## src/rtl/uart_pkg.sv

```systemverilog
// Shared UART types and constants, used by uart_rx and (later) uart_tx.
package uart_pkg;
  localparam int DIV_W = 8;

  typedef enum logic [2:0] {
    RX_IDLE,
    RX_START,
    RX_DATA,
    RX_PARITY,
    RX_STOP
  } rx_state_t;
endpackage

```

## src/rtl/uart_rx_if.sv

```systemverilog
// Host-side signals of the UART receiver. The master modport is the register file / bench side.
interface uart_rx_if #(
  parameter int DATA_BITS = 8
);
  import uart_pkg::*;

  logic                 RX;
  logic [DIV_W-1:0]     DIVISOR;
  logic                 RD_ACK;
  logic [DATA_BITS-1:0] DATA_OUT;
  logic                 RXRDY;
  logic                 FERR;
  logic                 OVERRUN;
  logic                 PERR;

  modport master (
    output RX, DIVISOR, RD_ACK,
    input  DATA_OUT, RXRDY, FERR, OVERRUN, PERR
  );

  modport slave (
    input  RX, DIVISOR, RD_ACK,
    output DATA_OUT, RXRDY, FERR, OVERRUN, PERR
  );
endinterface

```

## src/rtl/uart_baud_tick.sv

```systemverilog
// Baud tick generator: one-cycle tick every max(DIVISOR,1) CLK cycles.
module uart_baud_tick
  import uart_pkg::*;
(
  input  logic             CLK,
  input  logic             RESET,
  input  logic [DIV_W-1:0] DIVISOR,
  output logic             tick
);
  logic [DIV_W-1:0] r_cnt;
  logic [DIV_W-1:0] w_reload;
  logic             r_tick;

  assign w_reload = (DIVISOR == '0) ? DIV_W'(1) : DIVISOR;
  assign tick     = r_tick;

  always_ff @(posedge CLK) begin
    if (RESET) begin
      r_cnt  <= w_reload;
      r_tick <= 1'b0;
    end else if (r_cnt <= DIV_W'(1)) begin
      r_cnt  <= w_reload;
      r_tick <= 1'b1;
    end else begin
      r_cnt  <= r_cnt - DIV_W'(1);
      r_tick <= 1'b0;
    end
  end
endmodule

```

## src/rtl/uart_rx.sv

```systemverilog
// UART receive engine: oversampled start detection, LSB-first shift, status flags.
// Optional even-parity bit enabled by defining UART_RX_PARITY_EN.
module uart_rx
  import uart_pkg::*;
#(
  parameter int OVERSAMPLE = 16,
  parameter int DATA_BITS  = 8
) (
  input  logic      CLK,
  input  logic      RESET,
  uart_rx_if.slave  bus
);
  localparam int SW = $clog2(OVERSAMPLE);
  localparam int BW = $clog2(DATA_BITS + 1);
  localparam logic [SW-1:0] SAMP_HALF = SW'(OVERSAMPLE / 2 - 1);
  localparam logic [SW-1:0] SAMP_LAST = SW'(OVERSAMPLE - 1);
  localparam logic [BW-1:0] BIT_LAST  = BW'(DATA_BITS - 1);

  logic                 w_tick;
  logic                 w_rx_s;
  logic                 w_samp_done;
  rx_state_t            r_state;
  logic                 r_sync1, r_sync2, r_rx_prev;
  logic [SW-1:0]        r_samp;
  logic [BW-1:0]        r_bitcnt;
  logic [DATA_BITS-1:0] r_shift;
  logic                 r_stop;
  logic                 r_deliver;
  logic [DATA_BITS-1:0] r_data;
  logic                 r_rxrdy, r_ferr, r_overrun;
`ifdef UART_RX_PARITY_EN
  logic                 r_par_bit;
  logic                 r_perr;
  assign bus.PERR = r_perr;
`else
  assign bus.PERR = 1'b0;
`endif

  uart_baud_tick u_tick (
    .CLK     (CLK),
    .RESET   (RESET),
    .DIVISOR (bus.DIVISOR),
    .tick    (w_tick)
  );

  assign w_rx_s       = r_sync2;
  assign bus.DATA_OUT = r_data;
  assign bus.RXRDY    = r_rxrdy;
  assign bus.FERR     = r_ferr;
  assign bus.OVERRUN  = r_overrun;

  // Start bit is sampled half a bit in; every later bit a full bit apart.
  always_comb begin
    w_samp_done = 1'b0;
    if (w_tick)
      w_samp_done = (r_samp == ((r_state == RX_START) ? SAMP_HALF : SAMP_LAST));
  end

  always_ff @(posedge CLK) begin
    if (RESET) begin
      r_state   <= RX_IDLE;
      r_sync1   <= 1'b1;
      r_sync2   <= 1'b1;
      r_rx_prev <= 1'b1;
      r_samp    <= '0;
      r_bitcnt  <= '0;
      r_shift   <= '0;
      r_stop    <= 1'b0;
      r_deliver <= 1'b0;
      r_data    <= '0;
      r_rxrdy   <= 1'b0;
      r_ferr    <= 1'b0;
      r_overrun <= 1'b0;
`ifdef UART_RX_PARITY_EN
      r_par_bit <= 1'b0;
      r_perr    <= 1'b0;
`endif
    end else begin
      r_sync1   <= bus.RX;
      r_sync2   <= r_sync1;
      r_rx_prev <= w_rx_s;
      r_deliver <= 1'b0;

      if (w_tick && r_state != RX_IDLE)
        r_samp <= w_samp_done ? '0 : r_samp + SW'(1);

      case (r_state)
        RX_IDLE: begin
          // Edge-triggered so a line held low (break) never restarts a frame.
          if (r_rx_prev && !w_rx_s) begin
            r_samp  <= '0;
            r_state <= RX_START;
          end
        end
        RX_START: begin
          if (w_samp_done) begin
            r_bitcnt <= '0;
            r_state  <= w_rx_s ? RX_IDLE : RX_DATA;
          end
        end
        RX_DATA: begin
          if (w_samp_done) begin
            r_shift  <= {w_rx_s, r_shift[DATA_BITS-1:1]};
            r_bitcnt <= r_bitcnt + BW'(1);
            if (r_bitcnt == BIT_LAST) begin
`ifdef UART_RX_PARITY_EN
              r_state <= RX_PARITY;
`else
              r_state <= RX_STOP;
`endif
            end
          end
        end
`ifdef UART_RX_PARITY_EN
        RX_PARITY: begin
          if (w_samp_done) begin
            r_par_bit <= w_rx_s;
            r_state   <= RX_STOP;
          end
        end
`endif
        RX_STOP: begin
          if (w_samp_done) begin
            r_stop    <= w_rx_s;
            r_deliver <= 1'b1;
            r_state   <= RX_IDLE;
          end
        end
        default: r_state <= RX_IDLE;
      endcase

      // A delivery in the same cycle as RD_ACK replaces the pending byte.
      if (r_deliver) begin
        if (!r_rxrdy || bus.RD_ACK) begin
          r_data    <= r_shift;
          r_rxrdy   <= 1'b1;
          r_ferr    <= ~r_stop;
          r_overrun <= 1'b0;
`ifdef UART_RX_PARITY_EN
          r_perr    <= (^r_shift) ^ r_par_bit;
`endif
        end else begin
          r_overrun <= 1'b1;
        end
      end else if (bus.RD_ACK && r_rxrdy) begin
        r_rxrdy   <= 1'b0;
        r_ferr    <= 1'b0;
        r_overrun <= 1'b0;
`ifdef UART_RX_PARITY_EN
        r_perr    <= 1'b0;
`endif
      end
    end
  end
endmodule
```

## src/flat_wrapper.sv

```systemverilog
// flat-port wrapper written by rule: the top's interface ports become plain ports
module uart_rx_flat import uart_pkg::*;
#(
  parameter int OVERSAMPLE = 16,
  parameter int DATA_BITS  = 8
)
  (CLK, RESET, bus_RX, bus_DIVISOR, bus_RD_ACK, bus_DATA_OUT, bus_RXRDY, bus_FERR, bus_OVERRUN, bus_PERR);
  uart_rx_if #(.DATA_BITS(DATA_BITS)) bus_i ();
  input  logic CLK;
  input  logic RESET;
  input wire logic [$bits(bus_i.RX)-1:0] bus_RX;
  input wire logic [$bits(bus_i.DIVISOR)-1:0] bus_DIVISOR;
  input wire logic [$bits(bus_i.RD_ACK)-1:0] bus_RD_ACK;
  output wire logic [$bits(bus_i.DATA_OUT)-1:0] bus_DATA_OUT;
  output wire logic [$bits(bus_i.RXRDY)-1:0] bus_RXRDY;
  output wire logic [$bits(bus_i.FERR)-1:0] bus_FERR;
  output wire logic [$bits(bus_i.OVERRUN)-1:0] bus_OVERRUN;
  output wire logic [$bits(bus_i.PERR)-1:0] bus_PERR;
  assign bus_i.RX = bus_RX;
  assign bus_i.DIVISOR = bus_DIVISOR;
  assign bus_i.RD_ACK = bus_RD_ACK;
  assign bus_DATA_OUT = bus_i.DATA_OUT;
  assign bus_RXRDY = bus_i.RXRDY;
  assign bus_FERR = bus_i.FERR;
  assign bus_OVERRUN = bus_i.OVERRUN;
  assign bus_PERR = bus_i.PERR;
  uart_rx #(.OVERSAMPLE(OVERSAMPLE), .DATA_BITS(DATA_BITS)) u_core (.CLK(CLK), .RESET(RESET), .bus(bus_i));
endmodule
```

## config.mk

```make
export PLATFORM = sky130hd
export DESIGN_NAME = uart_rx_flat
export DESIGN_NICKNAME = d
export VERILOG_FILES = /design/src/rtl/uart_pkg.sv /design/src/rtl/uart_rx_if.sv /design/src/rtl/uart_baud_tick.sv /design/src/rtl/uart_rx.sv /design/src/flat_wrapper.sv
export SDC_FILE = /design/constraint.sdc
export NUM_CORES = 1
export LEC_CHECK = 0
export CORE_ASPECT_RATIO = 1.2
export CORE_MARGIN = 4
export CORE_UTILIZATION = 45
export CTS_CLUSTER_DIAMETER = 30
export DETAILED_ROUTE_END_ITERATION = 7
export DONT_BUFFER_PORTS = 1
export PLACE_DENSITY = 0.7
export SYNTH_ARGS = -nofsm -noshare
export SYNTH_HDL_FRONTEND = slang
export SYNTH_SLANG_ARGS = --single-unit
```

## constraint.sdc

```tcl
create_clock -name CLK -period 1.83 [get_ports CLK]
set_input_delay 0.0915 -clock CLK [delete_from_list [all_inputs] [get_ports CLK]]
set_output_delay 0.0915 -clock CLK [all_outputs]
set_load 0.01 [all_outputs]
```

# Word level (Yosys, flattened, before mapping)
# Index checks and enable logic that the tools add are counted.
# word_totals
inputBits,12
ram_bits,0
mem_bits_ro,0
wordCells,78
n_memories,0
latchBits,0
ff_bits,44
# classes
n_reduce_logical,18
n_lt_le_gt_ge,1
n_addsub,3
bitwise,2
n_eq_ne,11
mux,28
n_mul,0
shifts,0
div_mod_pow,0
# op_table
cell,count
$mux 4,7
$mux 8,3
$mux 3,5
$pmux 3 s4,1
$mux 1,10
$ne 2x1->1 const B,5
$add 4x1->4 const B,2
$le 8x1->1 const B,1
$logic_not 8->1,1
$pmux 4 s2,1
$reduce_and 2->1,4
$sub 8x1->8 const B,1
$reduce_and 5->1,1
$eq 4x3->1 const B,1
$eq 4x4->1,1
$reduce_bool 2->1,2
$eq 3x1->1 const B,1
$eq 3x2->1 const B,1
$eq 3x3->1 const B,1
$logic_and 1x1->1,3
$logic_not 3->1,1
$reduce_and 3->1,1
$reduce_bool 3->1,1
$logic_not 1->1,2
5 further kinds,6

# Logic depth before layout (Yosys ltp)
# Gate-level depths: netlist of run 1.
# logic_depth
depth_word,8
ltp_mapped,7

# Cells and area by module
# A second synthesis of run 1 with hierarchy kept.
# hier_totals
cells_unflattened,215
area_unflattened_um2,1979.4
# modules_own_cells
module,area_per_inst_um2,cells_per_inst,n_inst,seq_area_each_um2
uart_rx,1517.7,164,1,700.7
uart_baud_tick,461.7,51,1,180.2

# Worst setup path before layout of run 1
# Ideal clock, no wire load.
# synth_path
kind,flip-flop to flip-flop
from,register u_core.u_tick.r_cnt[0]
to,register u_core.u_tick.r_cnt[4]
path_stages_with_launch,8
setup_ps,70
path_slack_ps,42
period_less_slack_ps,1788
arrival_ps,1718
t_required_ps,1760
path_cell_list,dfxtp_1 -> inv_1 -> ha_1 -> or2_2 -> a31oi_1 -> clkbuf_1 -> nor2_1 -> a21oi_1
# synth_between
elab_chain_cells,3
word_cells_on_any_way,4
cone_classes,add/sub: 1; order compare: 1; mux: 2
# synth_rtl
item,line_no,source
start: declaration,uart_baud_tick.sv:10,logic [DIV_W-1:0] r_cnt;
start signal: assignment,uart_baud_tick.sv:19,r_cnt <= w_reload;
start signal: assignment,uart_baud_tick.sv:22,r_cnt <= w_reload;
start signal: assignment,uart_baud_tick.sv:25,r_cnt <= r_cnt - DIV_W'(1);
$sub 8x1->8 or $le 8x1->1 (tied branches),"uart_baud_tick.sv:25, uart_baud_tick.sv:21",
$mux 8 *,uart_baud_tick.sv:21,end else if (r_cnt <= DIV_W'(1)) begin
$mux 8 *,uart_baud_tick.sv:18,if (RESET) begin
# Mark *: on every way between the ends. The rest lies on a longest branch, timed or not.
# A chain may end at the register's enable or synchronous reset.

# Final worst setup path of run 1
# layout_path
from,register u_core.r_samp[0]
to,register u_core.r_stop
# layout_between
elab_chain_cells,3
# layout_rtl
item,line_no,source
start: declaration,uart_rx.sv:24,logic [SW-1:0] r_samp;
start signal: assignment,uart_rx.sv:85,r_samp <= w_samp_done ? '0 : r_samp + SW'(1);
$eq 4x4->1,uart_rx.sv:56,w_samp_done = (r_samp == ((r_state == RX_START) ? SAMP_HALF : SAMP_LAST));
$mux 1,uart_rx.sv:55,if (w_tick)
$reduce_and 2->1 (no source line),--,
end signal: assignment,uart_rx.sv:124,r_stop <= w_rx_s;
end: declaration,uart_rx.sv:27,logic r_stop;
# No other way between the ends.

==> results by group, run 1 <==
Yosys
  • Seq/Total Area, Yosys: 0.467
  • Post-synth EDFFs: 0
  • Main synth FF type: dfxtp_1
  • Mapped Cells: 221
  • Yosys warns: 0
  • Post-synth ARST share: 0
  • Yosys reg bits: 44
  • Post-Synthesis Cell Area: 1890 um^2
  • Syn nets: 237
  • Cell variety after synth: 40
  • Mapped Avg Cell Area: about 8.5 um^2

Drt
  • DRC Markers: 0
  • Vias per inst: slightly above 5
  • Drt total wl: 3670 um
  • Wire length on met1: 1550 um
  • Uppermost layer routed: met4
  • Drt pass-1 iters: 4
  • Routed wl met2: about 1900 um
  • Initial drt markers: 61
  • DRT antenna net count: 0
  • WL/cell: 12.4 um
  • Vias: between 1,500 and 2,000
  • Met3 wire length: 152 um

Final layout
  • Share of layout cells above drive strength 1: 0.115
  • N_diodes: 0
  • Most frequent cells in the layout: dfxtp_1 (42), nand2_1 (34), a21oi_1 (27), nor2_1 (21), dlygate4sd3_1 (18)
  • Post-route insts no fill: 297
  • Design Area, Final: ~2300 um^2
  • Most common cell after layout, fill and taps aside: dfxtp_1
  • Area delta synth->final: 20.0%
  • Fin util: 0.566
  • Fin nets: 258

Clocking
  • Root Buffer: clkbuf_8
  • Post-CTS setup buffer count: 0
  • H-tree depth: 2
  • Clk Latency, worst-skew pair: 290 ps
  • Clock sink total: 44
  • CTS Buffer Depth: 2
  • Total CTS buffers: 5
  • Clock-pin slew on the worst setup and hold paths: around 80 ps
  • CTS tree: yes

STA
  • Hold Vio Cnt, Final: 0
  • Max-slew headroom: 0.414
  • FMAX: ~580 MHz
  • Unrepaired setup endpoints after global routing: no
  • Final Slew Violations: 0
  • Least-Margin Pin Slew: 877 ps
  • Final setup vio count: 0
  • Clock Skew: roughly 5.0 ps
  • Min Hold Slack: 22.1 ps
  • Final setup TNS: 0 ps
  • Final Cycle Share: 0.940
  • Fin crit period: 1720 ps

Die
  • Die ar.: between 5000 and 6000 um^2
  • Die width: 67.1 um
  • Io pins: 24
  • Core area: 4000 um^2
  • Die height: a little under 80 um
  • Starting Density: 0.472
  • # rows: 25

GRT
  • Initial antenna violation count: 0
  • Number of global-route vias before repair: 1,513
  • First-pass GRT wire length: between 6000 and 7000 um
  • Largest net degree at the start of global routing: 26
  • GRT Total Usage: 0.154
  • Remaining Overflow, GRT: 0

Placed design
  • Placed instance area: 1950 um^2
  • Placed cells: 271
  • Port Buf Inserts: 0
  • Routability cong.: 0.832
  • Hpwl dp: around 2300 um

Critical path
  • CP max stage cell: or4b_2
  • Crit end category: flip-flop
  • Startpoint types: flip-flop
  • WP data arrival: 1880 ps
  • CP max stage delay: about 670 ps
  • CP Max Fanout: 7
  • WP buf/inv: 0
  • Worst path required time: slightly below 2000 ps
  • Crit-path leading delay family: simple AND/OR/NAND/NOR gates
  • Worst Setup Path Type: reg -> reg
  • CP cell instances: ha_4 -> nand4_4 -> or4b_2 -> mux2i_1 -> nor2_1

Pwr
  • P_leak: around 0.00083 uW
  • Pwr/cell area: 842 nW/um^2
  • Peak supply drop: 548 uV

Outcome
  • Run status: complete, no violations

Min path
  • Hold crit path type: in -> reg

Job
  • Max-cap violations: 0
==> area by class of cell <==
class / count / area (um^2)
clock inverters: 2 / 38.8
flip-flops and latches: 44 / 883
repair buffers: 27 / 248
fillers: 380 / 1740
clock buffers: 6 / 82.6
inverters: 6 / 22.5
well taps: 54 / 67.6
multi-input cells: 158 / 923
==> metal layers <==
layer	track usage	vias up
met5	0	-
met4	0.0609	0
met3	0.0438	7
met2	0.279	27
met1	0.162	693
li1	-	797
==> state kept, by name, summed over array words and instances (netlist names) <==
| name | flops |
|---|---|
| u_core.r_rx_prev | 1 |
| u_core.r_sync1 | 1 |
| u_core.r_state | 3 |
| u_core.r_deliver | 1 |
| u_core.r_stop | 1 |
| u_core.bus.DATA_OUT | 8 |
| u_core.bus.RXRDY | 1 |
| u_core.bus.OVERRUN | 1 |
| u_core.u_tick.tick | 1 |
| u_core.r_sync2 | 1 |
| u_core.bus.FERR | 1 |
| u_core.r_bitcnt | 4 |
| u_core.r_shift | 8 |
| u_core.u_tick.r_cnt | 8 |
| u_core.r_samp | 4 |
==> Yosys cell counts (2+ instances only) <==
master    number  share of area
nand2_1       34          0.068
a21o_1         2         0.0079
xor2_1         3          0.014
inv_1          6          0.012
a31oi_1        3         0.0099
buf_4          2         0.0079
nand3b_1       5          0.020
o21ai_0        2         0.0053
clkbuf_1       6          0.012
nor4_1         3         0.0099
a21oi_1       27          0.072
buf_6          2          0.012
xnor2_1        4          0.019
buf_2          2         0.0053
or3_1          3         0.0099
o31ai_1        2         0.0079
nand4b_1       2         0.0093
nor3_1         4          0.011
dfxtp_1       44           0.47
mux2i_1        5          0.027
ha_1           4          0.027
a211oi_1       2         0.0079
nand3_1       14          0.037
nor2_1        21          0.042
nor3b_1        2         0.0079
or2_2          3         0.0099
==> worst register-to-register path, cell delays in order (launching register included) <==
cell	delay (ps)
dfxtp_2	380
ha_4	170
nand4_4	130
or4b_2	670
mux2i_1	170
nor2_1	50
==> kinds of logic (layout without fill, tap and decap cells) <==
group | count (synthesis) | count (layout) | share of synthesized area
buffers and inverters | 19 | 41 | 0.0510
and+or+nand+nor | 100 | 100 | 0.270
other | 1 | 1 | 0.00199
AOI/OAI and AO/OA | 41 | 41 | 0.125
adders and majority gates | 4 | 4 | 0.0265
muxes | 5 | 5 | 0.0265
DFF | 44 | 44 | 0.467
xor gates and xnor gates | 7 | 7 | 0.0325
==> path summary, 6_finish.rpt <==
check	start	endpoint	slack, ps	cells after the start
worst max-delay path	u_core.r_samp[0]$_SDFF_PP0_	u_core.r_stop$_SDFFE_PP0P_	110	5
worst min-delay path	RESET	u_core.r_samp[0]$_SDFF_PP0_	20	2
worst max register to register	u_core.r_samp[0]$_SDFF_PP0_	u_core.r_stop$_SDFFE_PP0P_	110	5
worst min register to register	u_core.r_sync1$_SDFF_PP1_	u_core.r_sync2$_SDFF_PP1_	420	1
==> where the power goes <==
part,internal [uW],switching [uW],total [uW]
Combinational,61.4,55.5,117
Clock,446,335,781
Sequential,984,24.5,1010
Total,1490,415,1910
==> repair_timing <==
item,in CTS,in global routing
resized for setup,1,3
setup endpoints to repair,1,1
hold buffers,18,0
hold endpoints to repair,40,0
==> stage by stage <==
| stage | setup slack (ps) | total power (uW) |
|---|---|---|
| after global routing | 12.0 | 2000 |
| after floorplan | 41.9 | 1110 |
| after CTS | 1.27 | 1930 |
| after global placement | 80.5 | 1120 |
| after detailed placement | 22.3 | 1120 |
| final | 110 | 1910 |
Note: power is estimated with default switching activity, not from simulation.
==> run 2, diff against run 1 <==
--- a/config.mk
+++ b/config.mk
@@ -7,11 +7,11 @@
 export LEC_CHECK = 0
 export CORE_ASPECT_RATIO = 1.2
 export CORE_MARGIN = 4
-export CORE_UTILIZATION = 45
+export CORE_UTILIZATION = 55
 export CTS_CLUSTER_DIAMETER = 30
 export DETAILED_ROUTE_END_ITERATION = 7
 export DONT_BUFFER_PORTS = 1
-export PLACE_DENSITY = 0.7
+export PLACE_DENSITY = 0.81
 export SYNTH_ARGS = -nofsm -noshare
 export SYNTH_HDL_FRONTEND = slang
 export SYNTH_SLANG_ARGS = --single-unit
==> run 2 against run 1 <==
Total power shrank 2.5%. Final area down 2.7%. Fmax is 0.90% higher. Highest routed layer unchanged. Die area decreased by 16%. Worst hold slack better by 6.4 ps. Register-to-register slack improved by 20 ps.
==> results by group, run 2 (same netlist as run 1, synthesis figures left out) <==
Pwr
  • Switching power: 410 uW
  • Peak supply drop: 772 uV
  • Clock network fraction of total power: 0.392
  • Combinational Power Share: 0.066
  • Pwr/cell area: 843 nW/um^2
  • Sw Ratio: 0.220
  • Internal Power: 1450 uW
  • Sequential share of power: 0.543
  • P_leak: about 0.0008 uW

GRT
  • Remaining Overflow, GRT: 0
  • Initial antenna violation count: 0
  • Number of global-route vias before repair: 1,555
  • GRT Total Usage: 0.186
  • Largest net degree at the start of global routing: 29
  • First-pass GRT wire length: 6220 um

Drt
  • Wire length on met1: between 1500 and 2000 um
  • Vias: 1,567
  • Routed wl met2: slightly below 2000 um
  • Vias per inst: 5.66
  • DRT antenna net count: 0
  • Drt pass-1 iters: 4
  • Uppermost layer routed: met4
  • WL/cell: 13.6 um
  • Met3 wire length: 226 um
  • Initial drt markers: 53
  • Drt total wl: 3770 um
  • DRC Markers: 0

Critical path
  • Worst Setup Path Type: reg -> reg
  • Crit-path leading delay family: simple AND/OR/NAND/NOR gates
  • Startpoint types: flip-flop
  • Cell count along the critical path: 5
  • WP buf/inv: 0
  • Crit end category: flip-flop
  • WP data arrival: 1850 ps
  • Worst path required time: between 1500 and 2000 ps
  • CP Max Fanout: 5
  • CP max stage delay: 660 ps
  • Worst Reg-to-Reg Cells: 5
  • CP cell instances: ha_4 -> nand4_4 -> or4b_2 -> mux2i_1 -> nor2_1
  • CP max stage cell: or4b_2

STA
  • Final Slew Violations: 0
  • Least-Margin Pin Slew: 1000 ps
  • Max-slew headroom: 0.331
  • Final worst slack: 126 ps
  • Final Cycle Share: 0.931
  • Final setup TNS: 0 ps
  • Fin crit period: around 1700 ps
  • Unrepaired setup endpoints after global routing: no
  • Hold Vio Cnt, Final: 0
  • Final setup vio count: 0
  • Clock Skew: around 6.2 ps
  • FMAX: 587 MHz

Die
  • Io pins: 24
  • # rows: 23
  • Die width: 61.5 um
  • Core area: around 3300 um^2
  • Starting Density: 0.571
  • Die ar.: around 4400 um^2
  • Die height: 72.2 um

Final layout
  • Fin nets: 255
  • Most common cell after layout, fill and taps aside: dfxtp_1
  • Share of layout cells above drive strength 1: 0.121
  • N_diodes: 0
  • Fin util: 0.667
  • Post-route insts no fill: 277
  • Design Area, Final: 2210 um^2
  • Most frequent cells in the layout: dfxtp_1 (41), nand2_1 (34), a21oi_1 (27), nor2_1 (21), dlygate4sd3_1 (15)
  • Area delta synth->final: 16.8%

Outcome
  • Run status: complete, no violations

Placed design
  • Placed cells: 254
  • Pre-CTS WS: 63.6 ps
  • Hpwl dp: 2340 um
  • Routability cong.: 0.805
  • Port Buf Inserts: 0
  • Placed instance area: around 1900 um^2

Clocking
  • Total CTS buffers: 5
  • Clk Latency, worst-skew pair: 300 ps
  • CTS tree: yes
  • Clock-pin slew on the worst setup and hold paths: 80 ps
  • CTS Buffer Depth: 2
  • Root Buffer: clkbuf_8
  • H-tree depth: 2
  • Clock sink total: 44

Min path
  • Hold crit path type: in -> reg
  • Min-Delay Path Depth: 2

Job
  • Max-cap violations: 0
-- run 2: changes by cell type in the layout (fill, tap and decap cells not counted) --
cell,change
dlygate4sd3_1,-3
clkbuf_8,-1
clkinv_2,+1
clkinv_4,-1
clkinvlp_4,+1
dfxtp_1,-1
dfxtp_2,+1
-- run 2: routing by layer --
metal	up-vias	track usage
li1	798	-
met1	725	0.186
met2	34	0.336
met3	10	0.0694
met4	0	0.0684
met5	-	0
-- run 2: what timing repair did --
action | CTS | global route
endpoints found under the setup margin | 0 | 4
hold buffers | 15 | 0
endpoints found under the hold margin | 40 | 0
gates resized for setup | 0 | 5
setup buffers | 0 | 0
-- run 2: power groups by stage --
| stage | Combinational, uW | Sequential [uW] | Clock [uW] |
|---|---|---|---|
| after floorplan | 87.4 | 1030 | 0 |
| after global placement | 85.7 | 1030 | 0 |
| after detailed placement | 89.6 | 1030 | 0 |
| after CTS | 118 | 1010 | 741 |
| after global routing | 135 | 1010 | 786 |
| final | 122 | 1010 | 728 |
-- run 2: worst paths after layout --
path	from	endpoint	slack, ps
setup / recovery	u_core.r_samp[0]$_SDFF_PP0_	u_core.r_stop$_SDFFE_PP0P_	130
hold / removal	RESET	u_core.r_samp[0]$_SDFF_PP0_	30
setup reg to reg	u_core.r_samp[0]$_SDFF_PP0_	u_core.r_stop$_SDFFE_PP0P_	130
hold reg to reg	u_core.r_sync1$_SDFF_PP1_	u_core.r_sync2$_SDFF_PP1_	410
-- run 2: final cells by class --
type	count	area [um^2]
sequential	44	885
clock buffer	5	68.8
tap	37	46.3
clock inverter	3	42.5
inverter	6	22.5
multi-input combinational	158	923
timing repair buffer	24	218
fill	264	1100
-- run 2: stage by stage --
stage,hold WS [ps],power [uW]
finish,28.5,1860
global route,44.1,1930
CTS,35.0,1870
detailed placement,168,1120
global placement,167,1120
floorplan,191,1110
-- run 2: worst register-to-register path: stages (launching register included) --
cell,delay [ps]
dfxtp_2,380
ha_4,180
nand4_4,120
or4b_2,660
mux2i_1,170
nor2_1,50
==> run 3, diff against run 2 <==
--- a/config.mk
+++ b/config.mk
@@ -5,7 +5,6 @@
 export SDC_FILE = /design/constraint.sdc
 export NUM_CORES = 1
 export LEC_CHECK = 0
-export CORE_ASPECT_RATIO = 1.2
 export CORE_MARGIN = 4
 export CORE_UTILIZATION = 55
 export CTS_CLUSTER_DIAMETER = 30
==> run 3 against run 2 <==
The flow now finishes with violations (hold timing). Sequential power barely moved. Core utilization increased by 1.8 points. Final area increased by 3.5%. Sequential cell count did not move. Setup slack got worse by 46 ps. Non-clock buffer count grew 9. Clock skew up 9.8 ps. First-iteration DRC count rose by 120%. Sequential share of layout area decreased by 1.4 points. Fmax fell by 2.6%. Register-to-register slack lost 50 ps. Via count grew 1.4%. Critical path type unchanged.
==> results by group, run 3 (same netlist as run 1, synthesis figures left out) <==
Outcome
  • Run status: finished, violations left
  • Failing checks: hold timing

Die
  • Io pins: 24
  • # rows: 21
  • Core area: 3340 um^2
  • Die ar.: 4430 um^2
  • Die width: ~67 um
  • Die height: 66.6 um
  • Starting Density: 0.566

Pwr
  • P_leak: around 0.00085 uW
  • Peak supply drop: 632 uV
  • Pwr/cell area: between 700 and 800 nW/um^2

GRT
  • First-pass GRT wire length: 6380 um
  • Initial antenna violation count: 0
  • Remaining Overflow, GRT: 0
  • GRT Total Usage: 0.186
  • Largest net degree at the start of global routing: 35
  • Number of global-route vias before repair: roughly 1,500

Final layout
  • Share of layout cells above drive strength 1: 0.112
  • N_diodes: 0
  • Most common cell after layout, fill and taps aside: dfxtp_1
  • Most frequent cells in the layout: dfxtp_1 (42), nand2_1 (33), a21oi_1 (27), dlygate4sd3_1 (25), nor2_1 (21)
  • Post-route insts no fill: 295
  • Fin nets: 264
  • Area delta synth->final: 20.9%

Critical path
  • Worst R2R End: u_core.u_tick.tick$_SDFF_PP0_
  • Worst Setup Path Type: reg -> reg
  • Startpoint types: flip-flop
  • Crit end category: flip-flop
  • Worst Setup SP: u_core.u_tick.r_cnt[0]$_DFF_P_
  • CP Max Fanout: 4
  • Setup slack, reg-to-reg: 80 ps
  • Worst path required time: approximately 2100 ps
  • Crit path to: u_core.u_tick.tick$_SDFF_PP0_
  • Worst Reg-to-Reg Cells: 6
  • Startpoint of the worst register-to-register path: u_core.u_tick.r_cnt[0]$_DFF_P_
  • WP data arrival: about 2000 ps

Drt
  • DRC Markers: 0
  • WL/cell: 12.7 um
  • Drt pass-1 iters: 4
  • Drt total wl: 3750 um
  • Vias: 1,589
  • DRT antenna net count: 0
  • Initial drt markers: 118
  • Vias per inst: 5.39

Clocking
  • Hold buffers post-CTS: 26
  • CTS Buffer Depth: 2
  • Clock-pin slew on the worst setup and hold paths: 140 ps
  • Total CTS buffers: 5
  • Clk Latency, worst-skew pair: 360 ps
  • Clock sink total: 44
  • CTS tree: yes
  • Root Buffer: clkbuf_4
  • Post-CTS setup buffer count: 0
  • H-tree depth: 2

Placed design
  • Placed cells: 262
  • Routability cong.: 0.792
  • Hpwl dp: 2210 um
  • Pre-CTS WS: 47.0 ps
  • Port Buf Inserts: 0

STA
  • Final setup vio count: 0
  • Hold Vio Cnt, Final: 17
  • Final Slew Violations: 0
  • Min Hold Slack: -219 ps
  • FMAX: between 500 and 600 MHz
  • Unrepaired setup endpoints after global routing: no
  • Final worst slack: 79.9 ps
  • Fin crit period: 1750 ps
  • Final setup TNS: 0 ps
  • Clock Skew: roughly 16 ps
  • Final Cycle Share: 0.956

Min path
  • Hold crit path type: in -> reg

Job
  • Max-cap violations: 0
## run 3: changes by cell type in the layout (fill, tap and decap cells not counted), sizes merged
cell / previous run / this run
buf: 9 / 8
clkinv: 1 / 0
dlygate4sd3: 15 / 25
inv: 6 / 7
## run 3: cell type report
class	instances	area (um^2)
Inverter	6	22.5
Tap cell	46	57.6
Timing Repair Buffer	33	310
Sequential cell	44	883
Fill cell	263	1050
Clock inverter	3	46.3
Clock buffer	5	37.5
Multi-Input combinational cell	158	926
## run 3: worst min path at each step
stage	from	to	slack (ps)	cells after the start
after CTS	RESET	u_core.r_shift[6]$_SDFFE_PP0P_	-220	1
after detailed placement	RESET	u_core.bus.DATA_OUT[1]$_SDFFE_PP0P_	170	1
final	RESET	u_core.r_shift[3]$_SDFFE_PP0P_	-220	1
after floorplan	bus_RD_ACK	u_core.bus.OVERRUN$_SDFFE_PP0P_	190	1
after global placement	RESET	u_core.r_shift[6]$_SDFFE_PP0P_	170	1
after global routing	RESET	u_core.r_shift[7]$_SDFFE_PP0P_	-240	1
## run 3: report_power, final
group / internal, uW / switching (uW)
registers: 986 / 28.0
logic: 62.1 / 48.9
clock network: 292 / 319
total: 1340 / 396
## run 3: worst max-delay path, cell delays in order, from the launching register on
cell and delay [ps]:
dfxtp_2 380, inv_1 50, ha_1 220, or2_2 290, nand3_1 100, nor2_1 50, dlygate4sd3_1 560
## run 3: stage by stage
step	utilization	instance area, um^2	power [uW]
3_3_place_gp	0.579	1930	1110
4_1_cts	0.682	2280	1750
3_5_place_dp	0.579	1930	1120
6_report	0.684	2280	1740
2_1_floorplan	-	1890	1110
5_1_grt	0.684	2280	1820
## run 3: timing repair
action,CTS,global route
hold endpoints to repair,44,17
setup endpoints to repair,0,10
gates resized for setup,0,5
## run 3: routing by layer
layer  global-route usage  vias to the layer above  share of wire
li1                     -                      814              -
met1                0.230                      733           0.43
met2                0.308                       34           0.50
met3               0.0455                        8          0.049
met4               0.0736                        0          0.021
met5                    0                        -              0
